**config.mk**
```make
export PLATFORM = sky130hd
export DESIGN_NAME = button_conditioner_flat
export DESIGN_NICKNAME = d
export VERILOG_FILES = /design/src/rtl/button_conditioner_if.sv /design/src/rtl/button_conditioner.sv /design/src/flat_wrapper.sv
export SDC_FILE = /design/constraint.sdc
export NUM_CORES = 1
export LEC_CHECK = 0
export BUFFER_PORTS_ARGS = -buffer_cell sky130_fd_sc_hd__buf_2
export CAP_MARGIN = 5
export CORE_MARGIN = 2
export CORE_UTILIZATION = 42
export CTS_BUF_LIST = sky130_fd_sc_hd__clkbuf_4
export DETAILED_ROUTE_END_ITERATION = 12
export GPL_ROUTABILITY_DRIVEN = 0
export GPL_TIMING_DRIVEN = 0
export PLACE_DENSITY = 0.62
export SYNTH_ARGS = -nofsm -noshare
export SYNTH_HDL_FRONTEND = slang
export SYNTH_SLANG_ARGS = --single-unit
```
**constraint.sdc**
```tcl
create_clock -name clk -period 2.65 [get_ports clk]
set_input_delay 0 -clock clk [delete_from_list [all_inputs] [get_ports clk]]
set_output_delay 0 -clock clk [all_outputs]
set_load 0.02 [all_outputs]
```
**src/rtl/button_conditioner_if.sv**
```systemverilog
// Button bundle between the raw pin front end and its consumers.
// The slave modport is the conditioner's side of the bundle.
interface button_conditioner_if #(
    parameter int NUM_LANES = 2
);
    logic [NUM_LANES-1:0] btn_raw;
    logic [NUM_LANES-1:0] btn_level;
    logic [NUM_LANES-1:0] btn_rise;
    logic [NUM_LANES-1:0] btn_fall;
    logic                 long_press;

    modport master (
        output btn_raw,
        input  btn_level, btn_rise, btn_fall, long_press
    );

    modport slave (
        input  btn_raw,
        output btn_level, btn_rise, btn_fall, long_press
    );
endinterface

```
**src/rtl/button_conditioner.sv**
```systemverilog
// Debounces the jump/halt buttons and emits press/release strobes; the halt
// long-press detector is built only when BUTTON_LONG_PRESS_EN is defined.
module btn_chan #(
    parameter int DEBOUNCE_CYCLES = 250000
) (
    input  logic clk,
    input  logic rst_n,
    input  logic raw,
    output logic level,
    output logic rise,
    output logic fall,
    output logic pressed
);
    localparam logic [1:0] RELEASED     = 2'b00;
    localparam logic [1:0] PRESS_WAIT   = 2'b01;
    localparam logic [1:0] PRESSED      = 2'b10;
    localparam logic [1:0] RELEASE_WAIT = 2'b11;
    localparam logic [19:0] DB_MAX = 20'(DEBOUNCE_CYCLES);

    logic [1:0]  sync_pipe;  // [0]=s1, [1]=s2
    logic [1:0]  state;
    logic [19:0] cnt;
    logic        s2;

    assign s2      = sync_pipe[1];
    // Encoding puts the debounced level in the top state bit.
    assign level   = state[1];
    assign pressed = (state == PRESSED);

    always_ff @(posedge clk) begin
        if (!rst_n) begin
            sync_pipe <= '0;
            state     <= RELEASED;
            cnt       <= '0;
            rise      <= 1'b0;
            fall      <= 1'b0;
        end else begin
            sync_pipe <= {sync_pipe[0], raw};
            rise      <= 1'b0;
            fall      <= 1'b0;
            case (state)
                RELEASED: begin
                    if (s2) begin
                        state <= PRESS_WAIT;
                        cnt   <= 20'd1;
                    end
                end
                PRESS_WAIT: begin
                    if (!s2) begin
                        state <= RELEASED;
                    end else if (cnt == DB_MAX) begin
                        state <= PRESSED;
                        rise  <= 1'b1;
                    end else begin
                        cnt <= cnt + 20'd1;
                    end
                end
                PRESSED: begin
                    if (!s2) begin
                        state <= RELEASE_WAIT;
                        cnt   <= 20'd1;
                    end
                end
                default: begin
                    if (s2) begin
                        state <= PRESSED;
                    end else if (cnt == DB_MAX) begin
                        state <= RELEASED;
                        fall  <= 1'b1;
                    end else begin
                        cnt <= cnt + 20'd1;
                    end
                end
            endcase
        end
    end
endmodule

module button_conditioner #(
    parameter int DEBOUNCE_CYCLES = 250000,
    parameter int LONG_CYCLES     = 25000000
) (
    input  logic                  clk,
    input  logic                  rst_n,
    button_conditioner_if.slave   btn
);
    localparam int NUM_LANES = 2;
    localparam int HALT      = 1;

    logic [NUM_LANES-1:0] raw, level, rise, fall, pressed;

    assign raw = btn.btn_raw;

    for (genvar i = 0; i < NUM_LANES; i++) begin : g_lane
        btn_chan #(
            .DEBOUNCE_CYCLES(DEBOUNCE_CYCLES)
        ) u_chan (
            .clk    (clk),
            .rst_n  (rst_n),
            .raw    (raw[i]),
            .level  (level[i]),
            .rise   (rise[i]),
            .fall   (fall[i]),
            .pressed(pressed[i])
        );
    end

    assign btn.btn_level = level;
    assign btn.btn_rise  = rise;
    assign btn.btn_fall  = fall;

`ifdef BUTTON_LONG_PRESS_EN
    localparam logic [24:0] LONG_MAX = 25'(LONG_CYCLES);

    logic [24:0] lcnt;
    logic        long_q;
    logic        unused_press;

    assign unused_press   = pressed[0];
    assign btn.long_press = long_q;

    // Counts only in steady PRESSED; a release bounce holds the count, and
    // saturation at LONG_MAX gives a single pulse per press.
    always_ff @(posedge clk) begin
        if (!rst_n) begin
            lcnt   <= '0;
            long_q <= 1'b0;
        end else begin
            long_q <= 1'b0;
            if (!level[HALT]) begin
                lcnt <= '0;
            end else if (pressed[HALT] && lcnt != LONG_MAX) begin
                lcnt   <= lcnt + 25'd1;
                long_q <= (lcnt + 25'd1 == LONG_MAX);
            end
        end
    end
`else
    logic unused_cfg;

    assign unused_cfg     = ^{pressed, LONG_CYCLES};
    assign btn.long_press = 1'b0;
`endif
endmodule

```
**src/flat_wrapper.sv**
```systemverilog
// flat-port wrapper written by rule: the top's interface ports become plain ports
module button_conditioner_flat 
#(
    parameter int DEBOUNCE_CYCLES = 250000,
    parameter int LONG_CYCLES     = 25000000
)
  (clk, rst_n, btn_btn_raw, btn_btn_level, btn_btn_rise, btn_btn_fall, btn_long_press);
  button_conditioner_if btn_i ();
  input  logic clk;
  input  logic rst_n;
  input wire logic [$bits(btn_i.btn_raw)-1:0] btn_btn_raw;
  output wire logic [$bits(btn_i.btn_level)-1:0] btn_btn_level;
  output wire logic [$bits(btn_i.btn_rise)-1:0] btn_btn_rise;
  output wire logic [$bits(btn_i.btn_fall)-1:0] btn_btn_fall;
  output wire logic [$bits(btn_i.long_press)-1:0] btn_long_press;
  assign btn_i.btn_raw = btn_btn_raw;
  assign btn_btn_level = btn_i.btn_level;
  assign btn_btn_rise = btn_i.btn_rise;
  assign btn_btn_fall = btn_i.btn_fall;
  assign btn_long_press = btn_i.long_press;
  button_conditioner #(.DEBOUNCE_CYCLES(DEBOUNCE_CYCLES), .LONG_CYCLES(LONG_CYCLES)) u_core (.clk(clk), .rst_n(rst_n), .btn(btn_i));
endmodule
```
Word level (Yosys, flattened, before mapping) --
Index checks and enable logic that the tools add are counted.
Operators by class: $add $sub $neg 2, eq/ne operators 16, mux-type cells 28, bitwise operators 1, reductions and logical operators 12
Operators with widths (count):
- 20-bit 2-to-1 mux | 10
- 20-bit case mux with 3 select lines | 2
- 20-bit by 1-bit adder with 20-bit output (second input constant) | 2
- 20-bit by 18-bit equality test with 1-bit output (second input constant) | 2
- 2-bit 2-to-1 mux | 12
- 4-bit AND reduction | 4
- 2-bit != test (second input constant) | 6
- 2-bit case mux with 3 select lines | 2
- 5-bit OR reduction | 2
- 4-bit nonzero test | 2
- 3-bit by 1-bit != test with 1-bit output (second input constant) | 2
- 3-bit != test (second input constant) | 2
- 3-bit AND reduction | 2
- 2-bit by 1-bit equality test with 1-bit output (second input constant) | 2
- 2-bit equality test (second input constant) | 2
- 2-bit zero test | 2
- 1-bit 2-to-1 mux | 2
- 1-bit NOT | 1
Word-level totals: register bits 52, input port bits 4, output and inout port bits 7, word-level logic and storage cells 69

Depth between registers and ports, before layout --
Gate-level depths: netlist of run 1.
depth in word-level cells 4, depth in mapped cells 8

By module --
A second synthesis of run 1 with hierarchy kept.
Second synthesis, totals: cells, all modules 308, area, all modules 2578.7 µm²
By module, submodules not included:
- btn_chan | times used 2, cells an instance 153, area an instance 1283.7 µm²
- button_conditioner | times used 1, cells an instance 2, area an instance 11.3 µm²

Least setup slack after synthesis of run 1 --
Ideal clock, no wire load.
path type register to register, start register u_core.g_lane[1].u_chan.cnt[0], end register u_core.g_lane[1].u_chan.state[0], setup time 60 ps, arrival time 2182 ps, data required time 2590 ps, path slack 409 ps, cell stages (with the launch flop) 8, path buffers 0, cells stage by stage dfxtp_1 inv_1 ha_1 or4bb_1 or4_4 or3_1 a21oi_2 o311a_1
On the way: longest elaborated chain between the ends 3
Ends and longest elaborated chain:
- from (decl) | RTL line button_conditioner.sv:22 | logic [19:0] cnt;
- from (signal assigned) | RTL line button_conditioner.sv:55 | cnt <= cnt + 20'd1;
- from (signal assigned) | RTL line button_conditioner.sv:71 | cnt <= cnt + 20'd1;
- 20-bit by 18-bit equality test with 1-bit output * | RTL line button_conditioner.sv:51, button_conditioner.sv:67
- 3-bit != test (no source line) or 4-bit nonzero test (tied branches)
- 4-bit AND reduction (no source line) *
- to (signal assigned) | RTL line button_conditioner.sv:50 | state <= RELEASED;
- to (signal assigned) | RTL line button_conditioner.sv:52 | state <= PRESSED;
- to (signal assigned) | RTL line button_conditioner.sv:68 | state <= RELEASED;
- to (decl) | RTL line button_conditioner.sv:21 | logic [1:0] state;
Mark *: on every way between the ends. The rest lies on a longest branch, timed or not. A chain may end at the register's enable or synchronous reset.

Worst setup path after layout of run 1 --
start register u_core.g_lane[1].u_chan.cnt[0], end register u_core.g_lane[1].u_chan.cnt[4]
On the way: longest elaborated chain between the ends 4
Ends and longest elaborated chain:
- 20-bit by 1-bit adder with 20-bit output or 20-bit by 18-bit equality test with 1-bit output (tied branches)
- 20-bit 2-to-1 mux * | RTL line button_conditioner.sv:51, button_conditioner.sv:67
- 20-bit 2-to-1 mux (on tied branches) | RTL line button_conditioner.sv:65, button_conditioner.sv:49
- 20-bit case mux with 3 select lines * | RTL line button_conditioner.sv:41 | case (state)
Mark *: on every way between the ends. The rest lies on a longest branch, timed or not. The select of a mux whose other input is x is not followed.

==> results.md, run 1 <==
- Status: finished clean
- CTS root buf: clkbuf_4
- Die X: 88.5 microns
- Clk network pwr share: 0.272
- Part of the power in registers: 0.593
- CP arrival: 2.80 ns
- Layout cells sized above 1: 0.135
- Clock transition at path regs: 0.14 ns
- LEAKAGE: 0.00108 uW
- Setup ws final: 0.130 ns
- Floorplan core area: 0.00687 sq mm
- Mapped Nets: 387
- Hold Worst Slack: 0.358 ns
- Slowest cell on crit path: or4_4
- Number of antenna diodes: 0
- PwrDens: 407 mW/mm^2
- Max FO, Critical Path: 6
- Worst path max stage delay: 0.57 ns
- Nets@finish: 412
- Post-Synthesis Cells: 373
- DIE HEIGHT: 88.5 microns
- Post-DP HPWL: 5360 microns
- Min-delay worst type: input pin to flop
- Post-synth EDFFs: 0
- Part of the cycle the worst path needs: 0.951
- Worst Setup Path Type: flop to flop
- Worst R2R Start: u_core.g_lane[1].u_chan.cnt[0]
- Site Rows: 30
- Routed vias/inst: 5.84
- Slew of the pin with the lowest slew margin: 0.882 ns
- Fillers: 702
- Worst setup SP type: flop
- CTS tree: yes
- Max cap viols: 0
- Later-pin clock latency in the skew report: 0.38 ns
- Primary FF master, synth: dfxtp_1
- RR Endpoint: u_core.g_lane[1].u_chan.cnt[4]
- #FFs+latches synth: 52
- Commonest non-fill, non-tap cell in the layout: dfxtp_1
- Setup-failing EPs final: 0
- DRC violations left: 0
- Sw power: 382 uW
- Mapped Area: 0.00300 sq mm
- Hold Crit Depth: 3
- WL/cell: 15.3 microns
- P_int: 970 uW
- Antenna-violating nets left: 0
- Commonest non-fill, non-tap cells in the layout: 52 x dfxtp_1, 38 x nand2_1, 36 x a21oi_1
- Hold Startpoint: btn_btn_raw[0]
- Critical Path, Cell by Cell: inv_1 -> ha_1 -> or4bb_1 -> or4_4 -> o311ai_4 -> buf_4 -> nor3_1 -> o21a_1
- CP bufs+invs: 2
- Ys async rst share: 0
- Clock buffer count from CTS: 5
- Pre-CTS WS: -0.173 ns
- Deepest clock path buffer count: 2
- Clock sink total: 52
- Port Buf Inserts: 9
- Initial antenna violation count: 0
- Max rail drop VDD: 152 uV
- GRT Residual Overflow: 0
- First-pass GRT wire length: 12500 microns
- Flop2flop setup slack: 0.13 ns
- H-tree lvl count: 2
- Routed WL: 7600 microns
- Vias in the first global route: 2529
- Reg area: 0.00104 sq mm
- GR Util All Layers: 0.202
- IO Count: 11
- Setup TNS: 0 ns
- Critical Path RT: 2.93 ns
- Synth unique cells: 61
- Avg Inst Size Synth: 8.04 sq um
- Pin count of the biggest net entering global routing: 16
- TritonRoute pass-1 iters: 5
- Area delta synth->final: 10.9%
- Max Clk Rate: 397 MHz
- Post-synthesis sequential area ratio: 0.347
- Hold endpoint: u_core.g_lane[0].u_chan.sync_pipe[0]
- Die area: 0.00783 sq mm
- Clock Skew: 0.0123 ns
- Initial core utilization: 0.436
- Crit path max-delay family: simple AND/OR/NAND/NOR gates
- DR iter-0 viols: 159
- Final Slew Violations: 0
- RSZ-0062 raised after global routing: yes
- Reg2Reg Depth: 8
- Via count: 2893
- Max_slew headroom: 0.407
- Fin. Hold Viols: 0
- Final min period: 2.52 ns
- Multi-input logic area: 0.00183 sq mm
- YS warnings: 0
- Crit. End Element: flop
- Sw Share: 0.282
- Comb power frac: 0.135
## metrics by stage
step	utilization	cell area (sq um)	power, uW	instances
after global routing	0.484	3320	1420	495
final	0.484	3320	1350	495
after global placement	0.460	3160	978	478
after floorplan	-	3000	930	373
after CTS	0.476	3270	1360	489
after detailed placement	0.460	3160	980	478
## cell families after synthesis
| logic type | count (synthesis) | synth area share |
|---|---|---|
| AND/OR/NAND/NOR | 159 | 0.301 |
| AO/OA/AOI/OAI | 111 | 0.235 |
| flip-flops | 52 | 0.347 |
| buffers and inverters | 34 | 0.0513 |
| adder cells (fa/ha/maj) | 10 | 0.0417 |
| multiplexers | 6 | 0.0230 |
| other | 1 | 0.00125 |
## power by group through the flow
stage | Sequential (uW) | Combinational, uW | Clock (uW)
CTS | 801 | 171 | 387
detailed placement | 818 | 162 | 0
floorplan | 815 | 116 | 0
global placement | 817 | 161 | 0
finish | 801 | 183 | 368
global route | 803 | 202 | 412
## cell type report
cell class                      instances  area share
Multi-Input combinational cell        287       0.551
Sequential cell                        52       0.313
Timing Repair Buffer                   18      0.0361
Tap cell                               96      0.0361
Buffer                                 22      0.0327
Clock buffer                            6      0.0135
Inverter                               12      0.0135
Clock inverter                          2     0.00339
## flip-flops by register name, summed over array words and instances (netlist names), named ones only
name,count
u_core.g_lane.u_chan.cnt,40
u_core.g_lane.u_chan.rise,2
u_core.g_lane.u_chan.sync_pipe,4
u_core.g_lane.u_chan.fall,2
u_core.g_lane.u_chan.state,2
## worst max-delay path by stage
| stage | end | depth (start not counted) | slack, ns | startpoint |
|---|---|---|---|---|
| floorplan | u_core.g_lane[1].u_chan.state[0] | 7 | 0.41 | u_core.g_lane[1].u_chan.cnt[0] |
| global placement | u_core.g_lane[0].u_chan.cnt[19] | 7 | -0.13 | flop |
| detailed placement | u_core.g_lane[0].u_chan.cnt[19] | 7 | -0.17 | flop |
| CTS | u_core.g_lane[0].u_chan.cnt[19] | 7 | 0.07 | flop |
| global route | u_core.g_lane[0].u_chan.cnt[2] | 7 | -0.01 | flop |
| finish | u_core.g_lane[1].u_chan.cnt[4] | 8 | 0.13 | u_core.g_lane[1].u_chan.cnt[0] |
## repair_timing
action / 4_1_cts / 5_1_grt
buffers inserted: 0 / 6
gates resized for setup: 3 / 2
pin swaps: 0 / 1
endpoints found under the setup margin: 11 / 7
endpoints found under the hold margin: 3 / 0
hold buffers: 3 / 0
## metal layers
| layer | vias up | wire, microns | GRT usage |
|---|---|---|---|
| li1 | 1445 | - | - |
| met1 | 1375 | 3870 | 0.296 |
| met2 | 63 | 3340 | 0.308 |
| met3 | 10 | 290 | 0.0364 |
| met4 | 0 | 102 | 0.0468 |
| met5 | - | 0 | 0 |
## synth_stat cells, types with 11 or more instances
master	count	area, sq um
dfxtp_1	52	1040
nand2_1	39	146
a21oi_1	36	180
o21ai_0	32	160
nor2_1	18	67.6
clkbuf_1	14	52.6
nand3_1	14	70.1
or3_1	13	81.3
and2_1	11	68.8
inv_1	11	41.3
nand4_1	11	68.8
## worst register-to-register path: cells and delay by family, from the launching register on
family,cells,cell delay (ns)
AND/OR/NAND/NOR,3,1.10
buffers and inverters,2,0.29
adder cells (fa/ha/maj),1,0.18
AO/OA/AOI/OAI,2,0.48
flip-flops,1,0.39
Power figures use the tool's default switching activity.
==> inputs of run 2 (changes only) <==
--- a/config.mk
+++ b/config.mk
@@ -7,12 +7,14 @@
 export LEC_CHECK = 0
 export BUFFER_PORTS_ARGS = -buffer_cell sky130_fd_sc_hd__buf_2
 export CAP_MARGIN = 5
+export CORE_ASPECT_RATIO = 0.7
 export CORE_MARGIN = 2
 export CORE_UTILIZATION = 42
 export CTS_BUF_LIST = sky130_fd_sc_hd__clkbuf_4
 export DETAILED_ROUTE_END_ITERATION = 12
 export GPL_ROUTABILITY_DRIVEN = 0
 export GPL_TIMING_DRIVEN = 0
+export MAX_ROUTING_LAYER = met4
 export PLACE_DENSITY = 0.62
 export SYNTH_ARGS = -nofsm -noshare
 export SYNTH_HDL_FRONTEND = slang
==> run 2 against run 1 <==
  * Via count grew 1.4%
  * Critical path depth unchanged
  * Maximum frequency down 0.36%
  * Core utilization grew 0.47 points
  * Setup slack lost 0.0092 ns
  * Combinational power is essentially flat
  * Design area increased by 0.23%
  * Non-clock buffer count is 1 lower
  * Hold slack worse by 0.0031 ns
  * Global-route usage increased by 1.1 points
  * Routed wire length up 4.0%
  * Cell count decreased by 0.61%
==> results.md, run 2 (synthesized netlist as in run 1, its figures left out) <==
- Area delta synth->final: 11.1%
- Initial antenna violation count: 0
- Hold endpoint: u_core.g_lane[0].u_chan.sync_pipe[0]
- Sw Share: 0.277
- Commonest non-fill, non-tap cell in the layout: dfxtp_1
- Busiest layer in global routing: met1
- Worst setup SP type: flop
- Reg2Reg Depth: 8
- Number of antenna diodes: 0
- CTS tree: yes
- Part of the power in registers: 0.549
- Clock buffer count from CTS: 5
- Antenna-violating nets left: 0
- Fillers: 687
- Min-delay worst type: input pin to flop
- Fin. Hold Viols: 0
- Initial core utilization: 0.440
- Worst Setup Path Type: flop to flop
- Max Clk Rate: 395 MHz
- GRT Residual Overflow: 0
- LEAKAGE: 0.00108 uW
- Clock sink total: 52
- GR Util met2: 0.283
- DR iter-0 viols: 242
- Deepest clock path buffer count: 2
- Post-DP HPWL: 5690 microns
- Critical Path RT: 2.99 ns
- Final min period: 2.53 ns
- Fin cells: 492
- RR Endpoint: u_core.g_lane[1].u_chan.cnt[0]
- Sw power: 405 uW
- Pre-CTS WS: -0.135 ns
- Crit. End Element: flop
- Setup ws final: 0.121 ns
- Setup-failing EPs final: 0
- Largest registers: u_core.g_lane.u_chan.cnt: 40 flops, u_core.g_lane.u_chan.sync_pipe: 4 flops
- Nets@finish: 411
- Placed insts: 476
- Worst R2R Start: u_core.g_lane[1].u_chan.cnt[0]
- Comb power frac: 0.127
- Reg area: 0.00104 sq mm
- Routed WL: 7900 microns
- Pin count of the biggest net entering global routing: 17
- Max FO, Critical Path: 8
- Hold Crit Depth: 3
- Part of the cycle the worst path needs: 0.954
- Max cap viols: 0
- Clock transition at path regs: 0.16 ns
- P_int: 1060 uW
- Max rail drop VDD: 224 uV
- Layout cells sized above 1: 0.133
- Slew of the pin with the lowest slew margin: 0.949 ns
- Site Rows: 25
- RSZ-0062 raised after global routing: no
- Vias in the first global route: 2504
- GR met1 Demand/Resource: 0.327
- Routed vias/inst: 5.96
- Later-pin clock latency in the skew report: 0.39 ns
- Top reg by flops: u_core.g_lane.u_chan.cnt
- Port Buf Inserts: 9
- Clock Skew: 0.0187 ns
- Die X: 105 microns
- Die area: 0.00784 sq mm
- WL/cell: 16.1 microns
- PwrDens: 438 mW/mm^2
- GR Util All Layers: 0.212
- TritonRoute pass-1 iters: 5
- Via count: 2934
- First-pass GRT wire length: 12700 microns
- Max_slew headroom: 0.362
- Flop2flop setup slack: 0.12 ns
- Clk network pwr share: 0.324
- Status: finished clean
- Global-route met3 utilization: 0.0329
- Commonest non-fill, non-tap cells in the layout: 52 x dfxtp_1, 38 x nand2_1, 36 x a21oi_1
- CTS root buf: clkbuf_4
- Hold Startpoint: btn_btn_raw[0]
- H-tree lvl count: 2
- IO Count: 11
- Critical path origin: u_core.g_lane[1].u_chan.cnt[0]
- CP arrival: 2.87 ns
- DRC violations left: 0
- DIE HEIGHT: 74.7 microns
- Floorplan core area: 0.00682 sq mm
- Setup TNS: 0 ns
- Multi-input logic area: 0.00183 sq mm
- Final Slew Violations: 0
- Largest register FFs: 40
[run 2: cell count changes in the layout (fill, tap and decap cells not counted)]
cell	delta
buf_4	-1
bufinv_16	+1
clkbuf_4	-1
clkinv_1	-1
clkinv_2	+1
nor4_1	+1
nor4_2	-1
[run 2: routing by layer]
layer / up-vias / part of all wire
li1: 1442 / -
met2: 108 / 0.39
met3: 7 / 0.074
met5: - / 0
met1: 1377 / 0.53
met4: 0 / 0.0096
[run 2: repair_timing]
action                                  4_1_cts  5_1_grt
hold endpoints to repair                      3        0
endpoints found under the setup margin        6       12
cloned                                        0        0
resized for setup                             2        2
setup buffers                                 0        5
hold buffers                                  3        0
pin swaps                                     0        1
[run 2: critical path, cell delays in order (launching register included)]
cell and delay (ns):
dfxtp_1 0.40, inv_1 0.10, ha_1 0.16, or4bb_1 0.50
or4_4 0.57, o311ai_4 0.26, buf_4 0.21, o21ai_0 0.08
o21ba_2 0.22
[run 2: how the worst max path moves through the flow]
| stage | endpoint | slack (ns) |
|---|---|---|
| 3_5_place_dp | u_core.g_lane[0].u_chan.cnt[19] | -0.13 |
| 5_1_grt | u_core.g_lane[0].u_chan.cnt[2] | 0.01 |
| 4_1_cts | u_core.g_lane[0].u_chan.cnt[19] | 0.003 |
| 2_1_floorplan | u_core.g_lane[1].u_chan.state[0] | 0.41 |
| 6_report | u_core.g_lane[1].u_chan.cnt[0] | 0.12 |
| 3_3_place_gp | u_core.g_lane[0].u_chan.cnt[19] | -0.09 |
[run 2: final cells by class]
class / instances / share of cell area
buffer: 22 / 0.0327
clock buffer: 5 / 0.0113
clock inverter: 3 / 0.0128
inverter: 12 / 0.0135
multi-input combinational: 287 / 0.548
sequential: 52 / 0.312
tap: 94 / 0.0353
timing repair buffer: 17 / 0.0338
[run 2: power by group through the flow]
stage | combinational, uW | sequential [uW] | clock (uW)
after CTS | 171 | 801 | 481
after detailed placement | 164 | 818 | 0
after global routing | 204 | 804 | 506
after floorplan | 116 | 815 | 0
final | 185 | 802 | 473
after global placement | 163 | 817 | 0
[run 2: metrics by stage]
stage | power, uW | instance area (sq um) | hold slack [ns] | utilization
after detailed placement | 982 | 3160 | 0.217 | 0.463
after CTS | 1450 | 3280 | 0.343 | 0.481
after global placement | 980 | 3160 | 0.208 | 0.463
final | 1460 | 3330 | 0.355 | 0.489
after floorplan | 930 | 3000 | 0.127 | -
after global routing | 1510 | 3330 | 0.370 | 0.489
